===== src/rtl/mem_arbiter_pkg.sv =====
// Shared types for the unified-memory arbiter: FSM states, latency counter width
// and requester identifiers.
package mem_arbiter_pkg;

  localparam int CNT_W = 3;

  typedef enum logic [1:0] {
    IDLE    = 2'd0,
    BUSY_I  = 2'd1,
    BUSY_D  = 2'd2,
    RECOVER = 2'd3
  } arbState_t;

  typedef enum logic {
    REQ_I = 1'b0,
    REQ_D = 1'b1
  } reqId_t;

  // Fixed priority: any data request wins the grant over a fetch.
  function automatic reqId_t grantOf(input logic dataReq);
    return dataReq ? REQ_D : REQ_I;
  endfunction

endpackage


===== src/rtl/mem_arbiter_lat.sv =====
// Loadable down-counter timing the memory latency; zero flags the completion cycle.
module lat_counter
  import mem_arbiter_pkg::*;
(
  input  logic             clk,
  input  logic             rst,
  input  logic             load,
  input  logic [CNT_W-1:0] loadVal,
  input  logic             dec,
  output logic             zero
);

  logic [CNT_W-1:0] count;

  always_ff @(posedge clk or posedge rst) begin
    if (rst) begin
      count <= '0;
    end else if (load) begin
      count <= loadVal;
    end else if (dec) begin
      count <= count - CNT_W'(1);
    end
  end

  assign zero = (count == '0);

endmodule


===== src/rtl/mem_arbiter.sv =====
// Arbitrates one fixed-latency single-ported memory between fetch reads and
// data loads/stores, data side first; issue is combinational from IDLE.
//
// state   | meaning
// IDLE    | free; issues a legal request this cycle or flags err
// BUSY_I  | fetch in flight, waiting for the latency counter
// BUSY_D  | load/store in flight, waiting for the latency counter
// RECOVER | one quiet cycle so the finished requester can drop its request
module mem_arbiter
  import mem_arbiter_pkg::*;
#(
  parameter int ADDR_W  = 16,
  parameter int DATA_W  = 16,
  parameter int MEM_LAT = 2
) (
  input  logic              clk,
  input  logic              rst,
  input  logic              if_req,
  input  logic [ADDR_W-1:0] if_addr,
  input  logic              if_flush,
  output logic [DATA_W-1:0] if_rdata,
  output logic              if_done,
  output logic              if_stall,
  input  logic              d_rd,
  input  logic              d_wr,
  input  logic [ADDR_W-1:0] d_addr,
  input  logic [DATA_W-1:0] d_wdata,
  output logic [DATA_W-1:0] d_rdata,
  output logic              d_done,
  output logic              d_stall,
  output logic              mem_en,
  output logic              mem_wr,
  output logic [ADDR_W-1:0] mem_addr,
  output logic [DATA_W-1:0] mem_wdata,
  input  logic [DATA_W-1:0] mem_rdata,
  output logic              err
);

  localparam logic [CNT_W-1:0] LAT_LOAD = CNT_W'(MEM_LAT - 1);

  arbState_t         state;
  reqId_t            grant;
  logic              dReq, inIdle, addrOdd, errNow, issueD, issueI;
  logic              busy, cntZero, ifCmpl, discard, discardNow, accWr;
  logic [DATA_W-1:0] ifHold, dHold;

  // Combinational outputs are gated by rst so the whole port goes quiet at once.
  assign dReq    = d_rd | d_wr;
  assign grant   = grantOf(dReq);
  assign inIdle  = (state == IDLE) && !rst;
  assign addrOdd = (grant == REQ_D) ? d_addr[0] : if_addr[0];
  assign errNow  = inIdle && (dReq || if_req) && ((d_rd && d_wr) || addrOdd);
  assign issueD  = inIdle && dReq && !errNow;
  assign issueI  = inIdle && !dReq && if_req && !errNow;
  assign busy    = (state == BUSY_I) || (state == BUSY_D);

  lat_counter u_lat (
    .clk     (clk),
    .rst     (rst),
    .load    (issueD | issueI),
    .loadVal (LAT_LOAD),
    .dec     (busy && !cntZero),
    .zero    (cntZero)
  );

  assign mem_en    = issueD | issueI;
  assign mem_wr    = issueD & d_wr;
  assign mem_addr  = issueD ? d_addr : (issueI ? if_addr : '0);
  assign mem_wdata = issueD ? d_wdata : '0;
  assign err       = errNow;

  // A flush arriving in the completion cycle itself also kills the fetch result.
  assign ifCmpl     = (state == BUSY_I) && cntZero;
  assign discardNow = discard || if_flush;
  assign if_done    = ifCmpl && !discardNow;
  assign d_done     = (state == BUSY_D) && cntZero;

  assign if_rdata = if_done ? mem_rdata : ifHold;
  assign d_rdata  = (d_done && !accWr) ? mem_rdata : dHold;
  assign if_stall = !rst && if_req && !if_done;
  assign d_stall  = !rst && dReq && !d_done;

  always_ff @(posedge clk or posedge rst) begin
    if (rst) begin
      state   <= IDLE;
      discard <= 1'b0;
      accWr   <= 1'b0;
      ifHold  <= '0;
      dHold   <= '0;
    end else begin
      case (state)
        IDLE: begin
          if (issueD) begin
            state <= BUSY_D;
            accWr <= d_wr;
          end else if (issueI) begin
            state   <= BUSY_I;
            discard <= if_flush;
          end
        end
        BUSY_I: begin
          if (cntZero) begin
            state   <= RECOVER;
            discard <= 1'b0;
            if (!discardNow) ifHold <= mem_rdata;
          end else if (if_flush) begin
            discard <= 1'b1;
          end
        end
        BUSY_D: begin
          if (cntZero) begin
            state <= RECOVER;
            if (!accWr) dHold <= mem_rdata;
          end
        end
        RECOVER: state <= IDLE;
        default: state <= IDLE;
      endcase
    end
  end

endmodule


===== config.mk =====
export PLATFORM = sky130hd
export DESIGN_NAME = mem_arbiter
export DESIGN_NICKNAME = d
export VERILOG_FILES = /design/src/rtl/mem_arbiter_pkg.sv /design/src/rtl/mem_arbiter_lat.sv /design/src/rtl/mem_arbiter.sv
export SDC_FILE = /design/constraint.sdc
export NUM_CORES = 1
export LEC_CHECK = 0
export CAP_MARGIN = 20
export CORE_ASPECT_RATIO = 1.1
export CORE_MARGIN = 3
export CORE_UTILIZATION = 40
export DETAILED_ROUTE_END_ITERATION = 12
export GPL_ROUTABILITY_DRIVEN = 0
export GPL_TIMING_DRIVEN = 1
export PLACE_DENSITY_LB_ADDON = 0.05
export SYNTH_ARGS = -nofsm -noshare
export SYNTH_HDL_FRONTEND = slang
export SYNTH_SLANG_ARGS = --single-unit

===== constraint.sdc =====
create_clock -name clk -period 4.7 [get_ports clk]
set_input_delay 0.47 -clock clk [delete_from_list [all_inputs] [get_ports clk]]
set_output_delay 0.47 -clock clk [all_outputs]
set_load 0.01 [all_outputs]

# Word-level counts from Yosys, hierarchy flattened
# Index checks and enable logic that the tools add are counted.
[totals]
register_bits = 39
latchBits = 0
mem_bits_rw = 0
mem_bits_ro = 0
input_bits = 70
out_inout_bits = 71
wordCells = 78
memories = 0
[op_classes]
n_addsub = 1
multipliers = 0
div_mod_pow = 0
n_lt_le_gt_ge = 0
n_eq_ne = 8
shift = 0
muxes = 18
n_bitwise = 5
reduce_logical = 40
[ops]
columns = ["cell", "count"]
rows = [
  ["16-bit 2-to-1 mux", 5],
  ["1-bit logical AND", 18],
  ["1-bit zero test", 8],
  ["1-bit 2-to-1 mux", 6],
  ["2-bit 2-to-1 mux", 3],
  ["3-bit 2-to-1 mux", 2],
  ["3-bit != test, second input constant", 2],
  ["2-bit case mux with 3 select lines", 1],
  ["3-bit AND reduction", 2],
  ["2-bit equality test, second input constant", 2],
  ["1-bit logical OR", 4],
  ["2-bit != test, second input constant", 2],
  ["2-bit AND reduction", 2],
  ["4-bit AND reduction", 1],
  ["2-bit nonzero test", 2],
  ["3-bit zero test", 1],
  ["3-bit by 1-bit subtractor with 3-bit output, second input constant", 1],
  ["2-bit by 1-bit equality test with 1-bit output, second input constant", 1],
  ["2-bit zero test", 1],
  ["2-bit by 1-bit != test with 1-bit output, second input constant", 1],
  ["1-bit NOT", 2],
  ["1-bit bitwise OR", 2],
  ["1-bit case mux with 2 select lines", 1],
  ["2-bit OR reduction", 1],
  ["1-bit bitwise AND", 1],
]

# Longest topological paths before layout
[depth]
word_depth = 10
depth_mapped = 9
ltp_nobuf = 6

# Hierarchy
# A second synthesis with hierarchy kept.
[unflattened]
cells_unflattened = 209
area_unflattened_um2 = 2423.6
[by_module_without_submodules]
columns = ["module", "n_inst", "cells_per_inst", "area_each_um2", "seq_area_each_um2"]
rows = [
  ["mem_arbiter", 1, 189, 2238.4, 900.9],
  ["lat_counter", 1, 20, 185.2, 75.1],
]

# Worst setup path after synthesis
# Ideal clock, no wire load.
[synth_path]
path_type = "reg2out"
startpoint = "reg u_lat.count[0]"
endpoint = "out d_rdata[11]"
arrival_ps = 1834
required_ps = 4230
path_slack_ps = 2396
path_stages_with_launch = 10
n_path_buf = 3
path_cell_list = "dfrtp_1 inv_1 ha_1 nor2b_1 buf_2 and2_1 nor2b_1 buf_2 buf_4 mux2_1"
[synth_via]
elab_chain_cells = 4
[synth_lines]
columns = ["item", "line", "text"]
rows = [
  ["from (decl)", "mem_arbiter_lat.sv:13", "logic [CNT_W-1:0] count;"],
  ["from (signal assigned)", "mem_arbiter_lat.sv:19", "count <= loadVal;"],
  ["from (signal assigned)", "mem_arbiter_lat.sv:21", "count <= count - CNT_W'(1);"],
  ["3-bit zero test", "mem_arbiter_lat.sv:25", "assign zero = (count == '0);"],
  ["1-bit logical AND", "mem_arbiter.sv:76", "assign d_done = (state == BUSY_D) && cntZero;"],
  ["named net d_done", "mem_arbiter.sv:29", "output logic d_done,"],
  ["1-bit logical AND", "mem_arbiter.sv:79", "assign d_rdata = (d_done && !accWr) ? mem_rdata : dHold;"],
  ["16-bit 2-to-1 mux", "mem_arbiter.sv:79", ""],
  ["to (decl)", "mem_arbiter.sv:28", "output logic [DATA_W-1:0] d_rdata,"],
]
# The timed path passes the listed nets, and every way through them passes these cells.

# Worst setup path after layout
[layout_path]
startpoint = "reg u_lat.count[0]"
endpoint = "out d_rdata[8]"
[layout_via]
elab_chain_cells = 4
[layout_lines]
columns = ["item", "line"]
rows = [
  ["3-bit zero test", "mem_arbiter_lat.sv:25"],
  ["1-bit logical AND", "mem_arbiter.sv:76"],
  ["1-bit logical AND", "mem_arbiter.sv:79"],
  ["16-bit 2-to-1 mux", "mem_arbiter.sv:79"],
]
# Every way passes these cells.

==> results.py <==
metrics = {
    "die": {
        "die_y_um": 87.7,
        "die_w_um": 80.2,
        "die-area_mm2": 0.00703,
        "initial_utilization_pct": 41.8,
        "num_rows": 29,
        "io-pin-count": 141,
        "core-area_mm2": 0.00581,
    },
    "clocking": {
        "clk_pin_slew_ns": 0.07,
        "cts_tree": "built",
        "post_cts_buffers": 0,
        "cts_buffers": 5,
        "cts-htree-levels": 2,
        "clock_path_buffers": 2,
        "insertion_delay_ns": 0.28,
        "clock-root-buffer": "clkbuf_8",
        "cts_resized": 0,
        "cts_sinks": 39,
        "hold_buffers": 0,
    },
    "sta": {
        "worstMarginPinSlew_ns": 0.846,
        "fin_skew_ns": 0.00977,
        "finalMaxSlewViolations": 0,
        "tns_ns": 0,
        "hold_viol": 0,
        "slew_headroom_pct": 43.5,
        "period_minus_slack_ns": 3.48,
        "hold_slack_ns": 0.502,
        "max_freq_mhz": 288,
        "rsz0062_at_grt": "false",
        "layout_worst_path_cycle_share_pct": 73.9,
        "setup_viol": 0,
    },
    "critical_path": {
        "critPathLaunchType": "flop",
        "cp-end-kind": "output pin",
        "cp.buffers_inverters": 3,
        "cp_slowest_cell": "nor2b_4",
        "startpoint": "u_lat.count[0]$_DFFE_PP0P_",
        "rr_worst_depth": 7,
        "crit_fanout": 32,
        "crit_path_end": "d_rdata[8]",
        "r2r_end": "dHold[11]$_DFFE_PP0P_",
        "cp.depth": 8,
        "worstSetupPathType": "flop to output pin",
        "r2r_start": "u_lat.count[0]$_DFFE_PP0P_",
        "required_ns": 4.23,
        "crit_arrival_ns": 3.01,
        "crit_chain": "inv_1 > ha_1 > nor2b_1 > buf_4 > and2_1 > nor2b_4 > mux2_2 > clkdlybuf4s50_1",
        "r2r_slack_ns": 2.34,
        "critical-path-top-delay-family": "simple AND/OR/NAND/NOR gates",
        "max_stage_delay_ns": 0.72,
    },
    "detailed_routing": {
        "routedWlPerCell_um": 15.4,
        "wl_um": 6470,
        "drc": 0,
        "ant_nets": 0,
        "vias": 2077,
        "first_pass_iters": 3,
        "routed_via_density": 4.95,
        "drtIter0Drc": 66,
    },
    "place": {
        "dp_hpwl_um": 5140,
        "io_buffer_count": 139,
    },
    "global_routing": {
        "grt_pass1_wl_um": 10400,
        "grt_overflow": 0,
        "grt_pass1_vias": 2220,
        "antenna_found_initial": 0,
        "grt.met2_usage_pct": 34.0,
        "use_met3_pct": 6.48,
        "grt_busiest_layer": "met2",
        "grtUsageMet1_pct": 21.1,
        "track_usage_pct": 19.0,
        "grt_max_degree": 40,
    },
    "run": {
        "cap_violations": 0,
    },
    "final_layout": {
        "multiInputGateArea_mm2": 0.00136,
        "fin_nets": 418,
        "drive_gt1_share_pct": 24.2,
        "area_delta_synth_final_pct": 65.6,
        "antenna_cells": 0,
        "seqCellArea_um2": 976,
        "num-fill-cells": 439,
    },
    "synth": {
        "postSynthCellCount": 205,
        "syn_nets": 281,
        "yosysSeqAreaShare_pct": 40.2,
        "synth_area_mm2": 0.00242,
        "synth.distinct_cells": 34,
        "synth-seq-cells": 39,
        "syn_area_per_cell_um2": 11.8,
        "yosysWarnings": 0,
    },
    "pwr": {
        "p_leak_nw": 1.69,
        "power.total_mw": 1.91,
        "p_per_area_mw_per_mm2": 475,
        "ir_worst_vdd_uv": 207,
    },
    "hold_path": {
        "min_from": "ifHold[13]$_DFFE_PP0P_",
        "min_path_type": "flop to flop",
    },
    "run_status": {
        "outcome": "complete, no violations",
    },
}
-- cells in the final DEF (no fill, tap or decap), drive strengths merged, types with 3 or more instances in the layout --
cell type        n
a211oi           3
a22o            15
and2            18
and3             3
buf              4
clkbuf           6
clkdlybuf4s50  139
dfrtp           39
ha               6
inv              8
mux2            65
nor2             8
nor2b            4
nor3             3
xnor2            3
-- cell type report --
type	count	share of cell area, %
Clock buffer	6	1.81
Clock inverter	2	1.50
Inverter	8	0.748
Multi-Input combinational cell	145	33.8
Sequential cell	39	24.3
Tap cell	77	2.40
Timing Repair Buffer	143	35.4
-- state kept, by name (all words and copies together) (netlist names) --
name,flops
dHold,16
u_lat.count,3
ifHold,16
accWr,1
discard,1
state,2
-- where the power goes --
part | switching (mW) | internal, mW | leakage [nW]
logic | 0.392 | 0.623 | 1.14
registers | 0.0753 | 0.492 | 0.489
clock network | 0.112 | 0.212 | 0.0654
total | 0.579 | 1.33 | 1.69
-- logic make-up after synthesis --
group	after synthesis	synth area share [%]
flops	39	40.2
mux	65	30.2
simple gates	43	11.1
other cells	1	0.155
fa+ha+maj	6	3.10
compound gates	27	9.91
xor+xnor	3	1.08
buf+inv	21	4.23
-- metrics by stage --
step	utilization, %	area [um2]	instances	setup slack [ns]
2_1_floorplan	-	2420	205	2.40
3_3_place_gp	66.9	3880	412	1.51
3_5_place_dp	66.9	3880	412	1.49
4_1_cts	69.2	4020	420	1.16
5_1_grt	69.2	4020	420	0.967
6_report	69.2	4020	420	1.22
-- cell usage after synthesis, drive strengths merged --
master	n	area [um2]
dfrtp	39	976
nor3	3	26.3
nor2	8	37.5
o41ai	1	8.76
a21boi	1	7.51
xnor2	3	26.3
nor2b	4	25.0
nand3	1	5.00
nor3b	1	7.51
a21oi	1	5.00
mux2	65	732
nand2	1	3.75
a22o	15	131
or2	1	6.26
o22ai	1	12.5
and2	18	113
conb	1	3.75
clkbuf	2	7.51
o21ai	2	21.3
or4b	1	13.8
nand2b	2	12.5
a21o	1	7.51
a221oi	2	23.8
ha	6	75.1
a211oi	3	22.5
inv	8	30.0
buf	11	65.1
and3	3	18.8
-- metal layers --
layer  routed length [um]  part of all wire [%]
met5                    0                     0
met4                  107                   1.7
met3                  515                   8.0
met2                 3410                    53
met1                 2430                    38
-- worst min-delay path by stage --
stage	endpoint	depth (start not counted)
after detailed placement	ifHold[8]$_DFFE_PP0P_	1
final	ifHold[13]$_DFFE_PP0P_	1
after floorplan	dHold[11]$_DFFE_PP0P_	1
after global placement	ifHold[8]$_DFFE_PP0P_	1
after global routing	ifHold[1]$_DFFE_PP0P_	1
after CTS	ifHold[8]$_DFFE_PP0P_	1
-- worst register-to-register path, stage by stage, from the launching register on --
cell and delay [ns]:
dfrtp_1 0.40, inv_1 0.08, ha_1 0.13, nor2b_1 0.11, buf_4 0.16, and2_1 0.19, nor2b_4 0.72, mux2_2 0.43
No activity file was read; power rests on OpenSTA's default activity.
==> RTL change, RTL diff (same settings) <==
Change the parameter `DATA_W` from 16 to 32.
--- a/src/rtl/mem_arbiter.sv
+++ b/src/rtl/mem_arbiter.sv
@@ -10,7 +10,7 @@
   import mem_arbiter_pkg::*;
 #(
   parameter int ADDR_W  = 16,
-  parameter int DATA_W  = 16,
+  parameter int DATA_W  = 32,
   parameter int MEM_LAT = 2
 ) (
   input  logic              clk,
Interface: changed (5 resized); port bits go from 141 to 221. The function was not compared with the original's and may differ.
==> RTL change against the original RTL <==
  * Hold slack worse by 1.1 ps
  * Setup slack worse by 25 ps
  * Synthesized area is 82% higher
  * Global-route usage shrank 1.5 points
  * Routed wire length increased by 71%
  * Sequential cell count grew 32
  * Combinational power up 63%
  * Power is 71% higher
  * Clock skew down 0.69 ps
  * Design area up 72%
  * Cell count up 63%
  * Critical endpoint is now d_rdata[31]
  * Largest cell class is now multi-input combinational cells
==> RTL change: results (changes against the original RTL) <==
** Drt
- The routed length on met1 came to 4.658 mm (+91%).
- Total Routed Length :: 11.06 mm (+71%)
- Amount of wire on met3 after detailed routing :: 744 um (+44%)
- The wire length on met2 was 5.600 mm (+64%).
- The count of routing violations after the opening detailed-route iteration is 91 (+38%).
- The routed wire length per instance was 16.12 um (+4.6%).

** Pwr
- Total internal power :: 0.002322 W (+75%)
- The leakage power summed over all cells is 2.963 nW (+75%).
- The relative contribution of sequential cells to total power came to 0.303 (+0.005).
- Sum of internal, switching and leakage power :: 0.003264 W (+71%)
- Relative contribution of combinational cells to total power :: 0.504 (-0.028)
- Maximum VDD drop :: 0.2553 mV (+23%)

** Logic synthesis
- Synth area leaders :: sky130_fd_sc_hd__dfrtp_1 (40%), sky130_fd_sc_hd__mux2_4 (20%), sky130_fd_sc_hd__mux2_2 (18%), sky130_fd_sc_hd__and2_1 (4.7%), sky130_fd_sc_hd__a22o_1 (3.0%)
- Adder-Cell Fraction of Synth Area :: 0.01701 (-0.01395)
- The post-synthesis compound-gate area fraction came to 0.04422 (-0.05485).
- The fraction of synthesized area in multiplexers is 0.3878 (+0.08590).
- Sequential-to-total area share from yosys stat :: 0.4025 (about the same)
- Ranking of synthesized cells by instance count :: sky130_fd_sc_hd__mux2_2 (72), sky130_fd_sc_hd__dfrtp_1 (71), sky130_fd_sc_hd__mux2_4 (58)
- The number of nets in the synthesized netlist is 435 (+55%).

** STA
- The clock skew after layout is 9.086 ps (-0.6888 ps).
- The measured slew at the worst slew-check pin was 896.4 ps (+50.18 ps).

** Clock tree
- Number of buffers created by CTS :: 9 (+4)
- Buffer type at the clock tree root :: sky130_fd_sc_hd__clkbuf_16
- The clock network latency to the later pin of the worst-skew pair was 320 ps (+40 ps).

** Final layout
- The final cell utilization of the core was 0.6523 (-0.03934).
- The share of layout cells above drive strength 1 came to 0.2965 (+0.05452).
- Number of nets at the end of the flow :: 646 (+55%)
- Largest registers in the final layout :: dHold x32, ifHold x32, u_lat.count x3
- The total of fill cells in the finished design was 862 (+96%).

** Global route
- Pin count of the biggest net entering global routing :: 72 (+80%)
- Wire length of the first global-routing pass :: 17.52 mm (+69%)
- The met1 usage came to 0.2288 (+0.01795).

** Placed design
- Cell area after placement :: 6624 um2 (+71%)
- The number of I/O port buffers is 219 (+58%).
- Number of cells after detailed placement :: 670 (+63%)

** Critical path
- Maximum fanout encountered on the critical timing path :: 34 (+6.3%)
- Crit path DAT :: 3030 ps (+20 ps)

** Run status
- The run finished with clean final reports.
-- RTL change: cell families after synthesis --
group                    after synthesis
other                                  1
AND/OR/NAND/NOR                       57
adder cells (fa/ha/maj)                6
flip-flops                            71
XOR/XNOR                               3
buffers and inverters                 32
AO/OA/AOI/OAI                         24
multiplexers                         133
-- RTL change: through the flow --
stage | hold slack (ps) | setup WS [ps]
after floorplan | 476.6 | 1791
after global placement | 484.8 | 1556
after detailed placement | 491.6 | 1527
after CTS | 504.9 | 1152
after global routing | 517.5 | 1033
final | 500.9 | 1200
-- RTL change: cell type report --
type,instances,area share
clock buffer,10,0.03460
tap,143,0.02591
inverter,9,0.006884
timing repair buffer,223,0.3236
sequential,71,0.2572
multi-input combinational,224,0.3455
clock inverter,6,0.006341
-- RTL change: worst paths after layout --
path                                               end  slack [ps]  cells past startpoint
worst min register to register   dHold[19]$_DFFE_PP0P_         500                      1
max in group asynchronous       ifHold[28]$_DFFE_PP0P_        3270                      3
worst max-delay path                       d_rdata[31]        1200                      7
worst min-delay path             dHold[19]$_DFFE_PP0P_         500                      1
min in group asynchronous            accWr$_DFFE_PP0P_         840                      3
worst max register to register   dHold[28]$_DFFE_PP0P_        2380                      6
-- RTL change: critical path: stages, from the launching register on --
cell	delay [ps]
sky130_fd_sc_hd__dfrtp_1	390
sky130_fd_sc_hd__inv_1	90
sky130_fd_sc_hd__ha_1	160
sky130_fd_sc_hd__nor2b_2	180
sky130_fd_sc_hd__and3_2	720
sky130_fd_sc_hd__buf_12	290
sky130_fd_sc_hd__mux2_2	350
sky130_fd_sc_hd__clkdlybuf4s50_1	510
